--- src/rtl/output_port.sv ---
// Buffered CPU-to-pins output port: write FIFO feeding a four-phase strobe/ack transmitter.
// Optional readback of the driven pins is enabled with OUTPUT_PORT_READBACK_EN.
module output_port #(
    parameter int WIDTH = 8,
    parameter int DEPTH = 4
) (
    input  logic             clk,
    input  logic             rst,
    input  logic             wr_en,
    input  logic [WIDTH-1:0] data_in,
    output logic             full,
    output logic             empty,
    output logic             overflow,
    output logic             busy,
    output logic [WIDTH-1:0] pins_out,
    output logic             strobe,
    input  logic             ack
`ifdef OUTPUT_PORT_READBACK_EN
    ,
    input  logic             rd_en,
    output logic [WIDTH-1:0] data_out
`endif
);

    localparam int AW = $clog2(DEPTH);
    localparam logic [AW:0] FULL_CNT = DEPTH[AW:0];

    typedef enum logic [1:0] {
        IDLE,
        DRIVE,
        RELEASE
    } state_t;

    state_t           state_q;
    logic [WIDTH-1:0] mem_q [DEPTH];
    logic [AW-1:0]    wr_ptr_q;
    logic [AW-1:0]    rd_ptr_q;
    logic [AW:0]      count_q;
    logic [AW:0]      count_d;
    logic [WIDTH-1:0] pins_q;
    logic             strobe_q;
    logic             overflow_q;
    logic             push;
    logic             pop;

    // Both flags come from the pre-edge count, so a write while full is dropped
    // even when the transmitter pops in the same cycle.
    assign full  = (count_q == FULL_CNT);
    assign empty = (count_q == '0);
    assign push  = wr_en & ~full;
    assign pop   = (state_q == IDLE) & ~empty;

    always_comb begin
        count_d = count_q;
        case ({push, pop})
            2'b10:   count_d = count_q + 1'b1;
            2'b01:   count_d = count_q - 1'b1;
            default: count_d = count_q;
        endcase
    end

    // Storage has no reset: clearing the pointers is enough to discard queued data.
    always_ff @(posedge clk) begin
        if (push) begin
            mem_q[wr_ptr_q] <= data_in;
        end
    end

    always_ff @(posedge clk or posedge rst) begin
        if (rst) begin
            wr_ptr_q   <= '0;
            rd_ptr_q   <= '0;
            count_q    <= '0;
            overflow_q <= 1'b0;
        end else begin
            count_q <= count_d;
            if (push) begin
                wr_ptr_q <= wr_ptr_q + AW'(1);
            end
            if (pop) begin
                rd_ptr_q <= rd_ptr_q + AW'(1);
            end
            if (wr_en && full) begin
                overflow_q <= 1'b1;
            end
        end
    end

    // Transmit handshake; pins only change on the IDLE-to-DRIVE transition.
    always_ff @(posedge clk or posedge rst) begin
        if (rst) begin
            state_q  <= IDLE;
            pins_q   <= '0;
            strobe_q <= 1'b0;
        end else begin
            case (state_q)
                IDLE: begin
                    if (!empty) begin
                        pins_q   <= mem_q[rd_ptr_q];
                        strobe_q <= 1'b1;
                        state_q  <= DRIVE;
                    end
                end
                DRIVE: begin
                    if (ack) begin
                        strobe_q <= 1'b0;
                        state_q  <= RELEASE;
                    end
                end
                RELEASE: begin
                    if (!ack) begin
                        state_q <= IDLE;
                    end
                end
                default: begin
                    strobe_q <= 1'b0;
                    state_q  <= IDLE;
                end
            endcase
        end
    end

    assign pins_out = pins_q;
    assign strobe   = strobe_q;
    assign overflow = overflow_q;
    assign busy     = (state_q != IDLE) | ~empty;

`ifdef OUTPUT_PORT_READBACK_EN
    assign data_out = rd_en ? pins_q : '0;
`endif

endmodule

--- config.mk ---
export PLATFORM = sky130hd
export DESIGN_NAME = output_port
export DESIGN_NICKNAME = d
export VERILOG_FILES = /design/src/rtl/output_port.sv
export SDC_FILE = /design/constraint.sdc
export NUM_CORES = 1
export LEC_CHECK = 0
export CAP_MARGIN = 20
export CORE_MARGIN = 2
export CORE_UTILIZATION = 35
export DETAILED_ROUTE_END_ITERATION = 6
export PLACE_DENSITY_LB_ADDON = 0.12
export RECOVER_POWER = 100
export SLEW_MARGIN = 20
export SYNTH_ARGS = -nofsm -noshare
export SYNTH_HDL_FRONTEND = slang
export SYNTH_SLANG_ARGS = --single-unit
--- constraint.sdc ---
create_clock -name clk -period 4.9 [get_ports clk]
set_input_delay 0.98 -clock clk [delete_from_list [all_inputs] [get_ports clk]]
set_output_delay 0.98 -clock clk [all_outputs]
set_load 0.005 [all_outputs]
==> flow_summary.toml, run 1 <==
[synthesis]
postSynthCellCount = 115
synthesis.area_per_instance_sq_um = 18.0
synthesis.area_sq_mm = 0.00206
synthFlopType = "edfxtp_1"
synth_commonest_cells = "edfxtp_1, dfrtp_1, inv_1"
yosysTopAreaCell = "edfxtp_1"
synth_seq_cells = 51
post_synth_edffs = 32
synth_cell_type_count = 25
yosys.cell_count.top_type = "edfxtp_1"
mappedNetlistNets = 133
async_flop_share = 0.373
synth_top_cell_area_share = 0.465
seq_area_frac_synth = 0.696
top_area_cells_in_the_synthesized_netlist = "edfxtp_1, dfrtp_1, mux4_2, mux2_2, ha_1"
ys.warnings.count = 0

[clock_network]
numCtsBuffers = 5
cts_repair_resize_count = 0
clock_sinks = 51
clk_latency_ns = 0.30
hold_buffers = 0
cts_setup_buffers = 0
root_buffer = "clkbuf_8"
cts_tree = "yes"
clock_path_buffers = 2
cts.reportedPaths.clkPinSlew_ns = 0.08
ctsHtreeMaxLevel = 2

[power]
power.static_leakage_nw = 0.918
power_w = 0.00146
power.ir.vdd_worst_mv = 0.187
power.density_cell_area_mw_per_mm2 = 594

[min_path]
hold_class = "flop to flop"

[cells_and_area]
share_of_cells_above_drive_strength_1 = 0.153
utilization_of_the_core_after_routing = 0.438
area.growth.synth_to_final_pct = 18.8
fin_nets = 161
num_antenna_cells = 0

[worst_setup_path]
critical-path-slowest-cell = "dlygate4sd3_1"
critPathCaptureType = "primary output"
worstPathBufferInverterCount = 2
crit_path_category = "flop to primary output"
cp_top_family = "buffers and inverters"
crit_fanout = 5
slowest_delay_ns = 0.57
cp.required_ns = 3.92
setup.worst_path.start_class = "flop"
cp_data_arrival_time_ns = 1.89
cp_cell_sequence = "or3_1 > inv_1 > nand2_1 > dlygate4sd3_1"

[grt]
number_of_antenna_violations_at_the_first_check_in_global_routing = 0
global_route_wire_length_before_repair_microns = 5350
globalRoute.totalOverflow = 0
globalRouteTotalUtil = 0.118
grt_pass1_vias = 1039
pin_count_of_the_biggest_net_entering_global_routing = 20

[sta]
period_needed_ns = 2.87
slew_violations = 0
setup_tns_ns = 0
fin_worst_skew_ns = 0.0105
setup_viol = 0
finalHoldViolations = 0
grt_setup_unrepaired = "false"
post-route-period-util = 0.586
tightest_slew_ns = 0.775
timing.slew.headroom = 0.483
timing.fmax_ghz = 0.348

[floorplan]
initial_utilization = 0.368
floorplan.core_area_sq_mm = 0.00561
design.die.area_sq_mm = 0.00653
row_count = 27
boundaryPins = 25
floorplan.die.width_microns = 80.8
floorplan.die.height_microns = 80.8

[job]
number_of_max_cap_violations = 0

[detailed_routing]
via_count = 1001
detail_route.wl_per_cell_microns = 15.4
detail_route.iter0.violations = 17
remaining_drc_errors = 0
drt-pass1-iter-count = 3
wl_microns = 3340
drt.antenna.violating_nets = 0
detail_route.vias_per_cell = 4.63

[place]
numPortBuffers = 24
place_hpwl_microns = 2200
final_estimated_routing_congestion_in_global_placement = 0.654

[outcome]
outcome = "finished, final reports clean"
-- routing by layer --
layer,GRT usage,share of wire,vias to the layer above
met4,0.0407,0.016,0
met3,0.0367,0.038,7
li1,-,-,470
met1,0.132,0.39,505
met2,0.212,0.56,19
met5,0,0,-
-- path summary, 6_finish.rpt --
kind                                 start           to  slack (ns)  cells past startpoint
min in group asynchronous              rst  pins_out[0]        1.25                      2
worst min register to register    overflow     overflow        0.45                      1
worst max register to register  count_q[0]   count_q[2]        2.58                      9
max in group asynchronous              rst  pins_out[4]        3.15                      2
worst min-delay path              overflow     overflow        0.45                      1
worst max-delay path            count_q[0]         busy        2.03                      4
-- per-stage QoR --
stage / instances / cell area (sq um) / hold WS [ns] / setup slack [ns]
after detailed placement: 208 / 2370 / 0.443 / 2.03
after floorplan: 115 / 2060 / 0.445 / 2.64
after global placement: 208 / 2370 / 0.436 / 2.10
after CTS: 216 / 2470 / 0.463 / 2.02
after global routing: 216 / 2450 / 0.492 / 1.91
final: 216 / 2450 / 0.452 / 2.03
-- cells by family (layout without fill, tap and decap cells) --
logic type / after synthesis / in the layout / synth area share
XOR/XNOR: 7 / 7 / 0.0297
buffers and inverters: 13 / 42 / 0.0309
AO/OA/AOI/OAI: 4 / 4 / 0.0121
AND/OR/NAND/NOR: 16 / 16 / 0.0503
flip-flops: 51 / 51 / 0.696
multiplexers: 18 / 18 / 0.141
adder cells (fa/ha/maj): 6 / 6 / 0.0400
-- where the power goes --
| part | total (W) | leakage [nW] | internal [W] | switching [W] |
|---|---|---|---|---|
| clock network | 0.000279 | 0.0524 | 0.000153 | 0.000126 |
| registers | 0.000702 | 0.514 | 0.000603 | 0.0000994 |
| logic | 0.000477 | 0.351 | 0.000279 | 0.000198 |
-- cell type report --
cell class                      count  area [sq um]
Timing Repair Buffer               24           240
Multi-Input combinational cell     51           543
Sequential cell                    51          1440
Tap cell                           72          90.1
Clock inverter                      1          30.0
Fill cell                         544          3150
Inverter                           10          37.5
Clock buffer                        7          76.3
-- sequential cells by signal, indices dropped and copies added (netlist names) --
register,cells
count_q,3
mem_q,32
overflow,1
pins_out,8
rd_ptr_q,2
state_q,2
strobe,1
wr_ptr_q,2
-- worst register-to-register path: cells and delay by family (launching register included) --
kind	cells	cell delay [ns]
adders and majority gates	2	0.39
and+or+nand+nor	3	0.97
buffers and inverters	2	0.17
DFF	1	0.42
xor gates and xnor gates	2	0.27
-- cells in the final DEF (no fill, tap or decap) --
| cell type | count |
|---|---|
| edfxtp_1 | 32 |
| dlygate4sd3_1 | 23 |
| dfrtp_1 | 19 |
| inv_1 | 10 |
| mux4_2 | 8 |
| mux2_2 | 8 |
| ha_1 | 5 |
| clkbuf_8 | 5 |
| nor2_1 | 4 |
| xnor2_1 | 4 |
| and2_0 | 4 |
| nand2_1 | 3 |
| xor2_1 | 3 |
| clkbuf_1 | 2 |
| or3_1 | 1 |
| a211oi_1 | 1 |
| mux2i_1 | 1 |
| nor3b_1 | 1 |
| nor2b_1 | 1 |
| a21oi_1 | 1 |
| o21ai_0 | 1 |
| and2_1 | 1 |
| a21o_1 | 1 |
| nand3_1 | 1 |
| mux2_1 | 1 |
| fa_1 | 1 |
| bufinv_16 | 1 |
| clkdlybuf4s50_1 | 1 |
Note: power is estimated with default switching activity, not from simulation.
==> run 2: changes to the inputs <==
==> constraint.sdc (replaced) <==
create_clock -name clk -period 2.95 [get_ports clk]
set_input_delay 0.59 -clock clk [delete_from_list [all_inputs] [get_ports clk]]
set_output_delay 0.59 -clock clk [all_outputs]
set_load 0.005 [all_outputs]
==> run 2 against run 1 <==
  * Clock skew is 0.0043 ns lower
  * Final cell count is 0.46% higher
  * Highest routed layer unchanged
  * First-iteration DRC count is 130% higher
  * Critical endpoint unchanged
  * Setup slack worse by 1.6 ns
  * Critical path depth stayed put
  * Sequential power is 67% higher
  * Non-clock buffer count is 1 higher
  * Largest power group unchanged
  * Global-route usage is 0.15 points lower
==> flow_summary.toml, run 2 (same netlist as run 1, synthesis figures left out) <==
[sta]
timing.slew.headroom = 0.474
layout_setup_ws_ns = 0.472
tightest_slew_ns = 0.788
finalHoldViolations = 0
timing.fmax_ghz = 0.404
grt_setup_unrepaired = "false"
setup_viol = 0
post-route-period-util = 0.840
fin_worst_skew_ns = 0.00620
period_needed_ns = 2.48
slew_violations = 0
setup_tns_ns = 0

[cells_and_area]
share_of_cells_above_drive_strength_1 = 0.159
area.growth.synth_to_final_pct = 18.5
largest_register_ff_count = 32
largest-register = "mem_q"
num_antenna_cells = 0
layout.cells.most_common = "edfxtp_1"
final_cell_mix = "edfxtp_1, dlygate4sd3_1, dfrtp_1"
stdcell_area_sq_mm = 0.00245
fin_nets = 162

[detailed_routing]
detail_route.wl_per_cell_microns = 15.4
detail_route.iter0.violations = 39
drt-pass1-iter-count = 2
drt.antenna.violating_nets = 0
remaining_drc_errors = 0
wl_microns = 3340
detail_route.vias_per_cell = 4.64
via_count = 1006

[place]
place_hpwl_microns = 2210
numPortBuffers = 24
dpl_cell_area_sq_mm = 0.00238
detailedPlace.worstSlack_ns = 0.484
final_estimated_routing_congestion_in_global_placement = 0.651

[worst_setup_path]
crit_fanout = 5
worst_r2r_end = "count_q[2]"
crit_path_start = "count_q[0]"
slowest_delay_ns = 0.57
cp_data_arrival_time_ns = 1.89
critical-path-slowest-cell = "dlygate4sd3_1"
worst_setup_path_endpoint = "busy"
cp.required_ns = 2.36
rr_startpoint = "count_q[0]"
setup.worst_path.start_class = "flop"
cp_cell_sequence = "or3_1 > inv_1 > nand2_1 > dlygate4sd3_1"
worst-r2r-setup-slack_ns = 0.61
logic_depth_of_the_worst_register_to_register_path = 9
critPathCaptureType = "primary output"
crit_path_category = "flop to primary output"

[floorplan]
boundaryPins = 25
floorplan.die.width_microns = 80.8
row_count = 27
initial_utilization = 0.368
design.die.area_sq_mm = 0.00653
floorplan.core_area_sq_mm = 0.00561
floorplan.die.height_microns = 80.8

[grt]
globalRoute.totalOverflow = 0
global_route_wire_length_before_repair_microns = 5250
pin_count_of_the_biggest_net_entering_global_routing = 20
number_of_antenna_violations_at_the_first_check_in_global_routing = 0
globalRouteTotalUtil = 0.117
grt_pass1_vias = 1011

[clock_network]
cts_tree = "yes"
clk_latency_ns = 0.30
numCtsBuffers = 5
cts.reportedPaths.clkPinSlew_ns = 0.08
clock_path_buffers = 2
hold_buffers = 0
cts_setup_buffers = 0
ctsHtreeMaxLevel = 2
cts_repair_resize_count = 0
root_buffer = "clkbuf_8"
clock_sinks = 51

[power]
power.ir.vdd_worst_mv = 0.328
power.static_leakage_nw = 0.918
power.density_cell_area_mw_per_mm2 = 970
power_w = 0.00237

[job]
number_of_max_cap_violations = 0

[outcome]
outcome = "finished, final reports clean"

[min_path]
hold_class = "flop to flop"
-- run 2: layer usage --
| metal | GRT usage | vias up | part of all wire |
|---|---|---|---|
| li1 | - | 476 | - |
| met2 | 0.200 | 19 | 0.54 |
| met3 | 0.0389 | 6 | 0.044 |
| met4 | 0.0458 | 0 | 0.016 |
| met5 | 0 | - | 0 |
| met1 | 0.135 | 505 | 0.40 |
-- run 2: worst min-delay path by stage --
stage                    start         end  cells after the start
detailed placement    overflow    overflow                      1
global placement      overflow    overflow                      1
global route          overflow    overflow                      1
finish                overflow    overflow                      1
floorplan           count_q[2]  count_q[2]                      1
CTS                 count_q[2]  count_q[2]                      1
-- run 2: worst max-delay path: cells and delay by family, from the launching register on --
family        cells  cell delay, ns
buf+inv           2            0.67
flops             1            0.42
simple gates      2            0.50
-- run 2: through the flow --
step                std cells  utilization  hold WS (ns)
floorplan                 115            -         0.445
global route              217        0.436         0.513
finish                    217        0.436         0.478
detailed placement        209        0.424         0.472
CTS                       217        0.441         0.488
global placement          209        0.424         0.436
-- run 2: cell type report --
type                       count  area (sq um)
multi-input combinational     51           543
timing repair buffer          25           244
tap                           72          90.1
inverter                      10          37.5
clock buffer                   7          86.3
clock inverter                 1          8.76
sequential                    51          1440
fill                         545          3160
-- run 2: where the power goes --
part           leakage (nW)  switching (W)  internal (W)
clock                0.0489       0.000221      0.000194
sequential            0.514       0.000165       0.00100
combinational         0.355       0.000330      0.000462
total                 0.918       0.000716       0.00166
==> run 3: changes to the inputs <==
==> constraint.sdc (replaced) <==
create_clock -name clk -period 2.01 [get_ports clk]
set_input_delay 0.402 -clock clk [delete_from_list [all_inputs] [get_ports clk]]
set_output_delay 0.402 -clock clk [all_outputs]
set_load 0.005 [all_outputs]
==> run 3 against run 2 <==
  * Via count is 4.1% higher
  * Power up 67%
  * Sequential cell count unchanged
  * Combinational power rose by 98%
  * Setup slack lost 0.41 ns
  * Largest power group unchanged
  * First-iteration DRC count up 13%
==> flow_summary.toml, run 3 (same netlist as run 1, synthesis figures left out) <==
[outcome]
outcome = "finished, final reports clean"

[floorplan]
boundaryPins = 25
initial_utilization = 0.368
row_count = 27
floorplan.die.height_microns = 80.8
floorplan.core_area_sq_mm = 0.00561
design.die.area_sq_mm = 0.00653
floorplan.die.width_microns = 80.8

[worst_setup_path]
worst_r2r_end = "count_q[2]"
worst-r2r-setup-slack_ns = 0.07
crit_path_category = "flop to flop"
logic_depth_of_the_worst_register_to_register_path = 10
cp.required_ns = 2.24
crit_fanout = 3
cp_data_arrival_time_ns = 2.18
rr_startpoint = "count_q[0]"
critPathCaptureType = "flop"
setup.worst_path.start_class = "flop"

[cells_and_area]
largest-register = "mem_q"
stdcell_area_sq_mm = 0.00265
area.growth.synth_to_final_pct = 28.2
fillers = 514
fin_nets = 177
utilization_of_the_core_after_routing = 0.472
num_antenna_cells = 0
largest_register_ff_count = 32
share_of_cells_above_drive_strength_1 = 0.281
layout.cells.most_common = "edfxtp_1"
final_cell_mix = "edfxtp_1, dfrtp_1, clkdlybuf4s50_1"

[sta]
worst_hold_slack_ns = 0.468
setup_viol = 0
slew_violations = 0
timing.fmax_ghz = 0.515
grt_setup_unrepaired = "true"
tightest_slew_ns = 1.10
post-route-period-util = 0.967
fin_worst_skew_ns = 0.00610
period_needed_ns = 1.94
finalHoldViolations = 0
timing.slew.headroom = 0.265

[detailed_routing]
detail_route.vias_per_cell = 4.51
drt-pass1-iter-count = 3
via_count = 1047
detail_route.wl_per_cell_microns = 14.3
remaining_drc_errors = 0
wl_microns = 3320
drt.antenna.violating_nets = 0
detail_route.iter0.violations = 44

[power]
power.density_cell_area_mw_per_mm2 = 1500
power_w = 0.00396
power.ir.vdd_worst_mv = 0.583
power.share.combinational = 0.397
power.static_leakage_nw = 1.02
part_of_the_power_in_registers = 0.420
p_sw_frac = 0.293
power.clock.fraction = 0.182
cell_internal_pwr_w = 0.00280
total_switching_power_w = 0.00116

[place]
place_hpwl_microns = 2340
numPortBuffers = 24
final_estimated_routing_congestion_in_global_placement = 0.694
dpl_cell_area_sq_mm = 0.00248

[clock_network]
cts_tree = "yes"
clock_sinks = 51
numCtsBuffers = 5
ctsHtreeMaxLevel = 2
clk_latency_ns = 0.30
cts.reportedPaths.clkPinSlew_ns = 0.10
root_buffer = "clkbuf_8"
clock_path_buffers = 2
hold_buffers = 0

[min_path]
hold_depth = 1
timing.hold.worst_endpoint = "overflow"
hold_class = "flop to flop"
hold_path_startpoint = "overflow"

[grt]
pin_count_of_the_biggest_net_entering_global_routing = 20
grt_pass1_vias = 1101
globalRouteTotalUtil = 0.118
number_of_antenna_violations_at_the_first_check_in_global_routing = 0
global_route_wire_length_before_repair_microns = 5450
globalRoute.totalOverflow = 0

[job]
number_of_max_cap_violations = 0
==> run 3: changes by cell type in the layout (fill, tap and decap cells not counted), sizes merged <==
cell and delta:
clkdlybuf4s50 +12, bufinv +1, dlygate4sd2 +3, clkbuf -2, clkinv +1, dlygate4sd3 -15
buf +15
==> run 3: metrics by stage <==
step                setup slack, ns  setup TNS (ns)  instances
finish                       0.0670               0        232
global route                -0.0606         -0.0606        232
CTS                         0.00923               0        231
detailed placement           -0.101          -0.105        220
global placement            -0.0402         -0.0402        220
floorplan                    0.0468               0        115
==> run 3: layout make-up <==
class | instances | area, sq um | share of cell area
sequential | 51 | 1440 | 0.543
timing repair buffer | 40 | 385 | 0.146
multi-input combinational | 51 | 581 | 0.219
tap | 72 | 90.1 | 0.0340
clock inverter | 3 | 47.5 | 0.0180
inverter | 10 | 37.5 | 0.0142
clock buffer | 5 | 68.8 | 0.0260
==> run 3: worst max-delay path, cell delays in order (launching register included) <==
cell,delay (ns)
dfrtp_1,0.41
buf_6,0.13
nor3b_4,0.23
nor2b_1,0.09
inv_1,0.06
ha_2,0.17
inv_2,0.04
fa_2,0.33
xor2_1,0.15
nor2_1,0.12
xor2_1,0.15
==> run 3: power groups by stage <==
stage	logic [W]	clock network (W)	registers, W
after floorplan	0.000943	0	0.00163
after global placement	0.00146	0	0.00168
after detailed placement	0.00151	0	0.00170
after CTS	0.00158	0.000751	0.00167
after global routing	0.00173	0.000797	0.00171
final	0.00157	0.000722	0.00166
==> run 3: what timing repair did <==
item / 4_1_cts / 5_1_grt
endpoints found under the setup margin: 3 / 2
gates resized for setup: 5 / 5
buffers inserted: 3 / 1
pin swaps: 2 / 4
==> run 3: routing by layer <==
metal / track usage / up-vias / share of wire
li1: - / 496 / -
met1: 0.137 / 528 / 0.42
met2: 0.205 / 19 / 0.53
met3: 0.0356 / 4 / 0.045
met4: 0.0458 / 0 / 0.012
met5: 0 / - / 0
==> run 3: worst max-delay path by stage <==
stage | startpoint | end | slack (ns) | cells past startpoint
2_1_floorplan | state_q[0] | count_q[2] | 0.05 | 9
3_5_place_dp | wr_en | count_q[2] | -0.10 | 9
3_3_place_gp | wr_en | count_q[2] | -0.04 | 9
4_1_cts | count_q[1] | count_q[2] | 0.009 | 10
6_report | count_q[0] | count_q[2] | 0.07 | 10
5_1_grt | count_q[0] | count_q[2] | -0.06 | 10
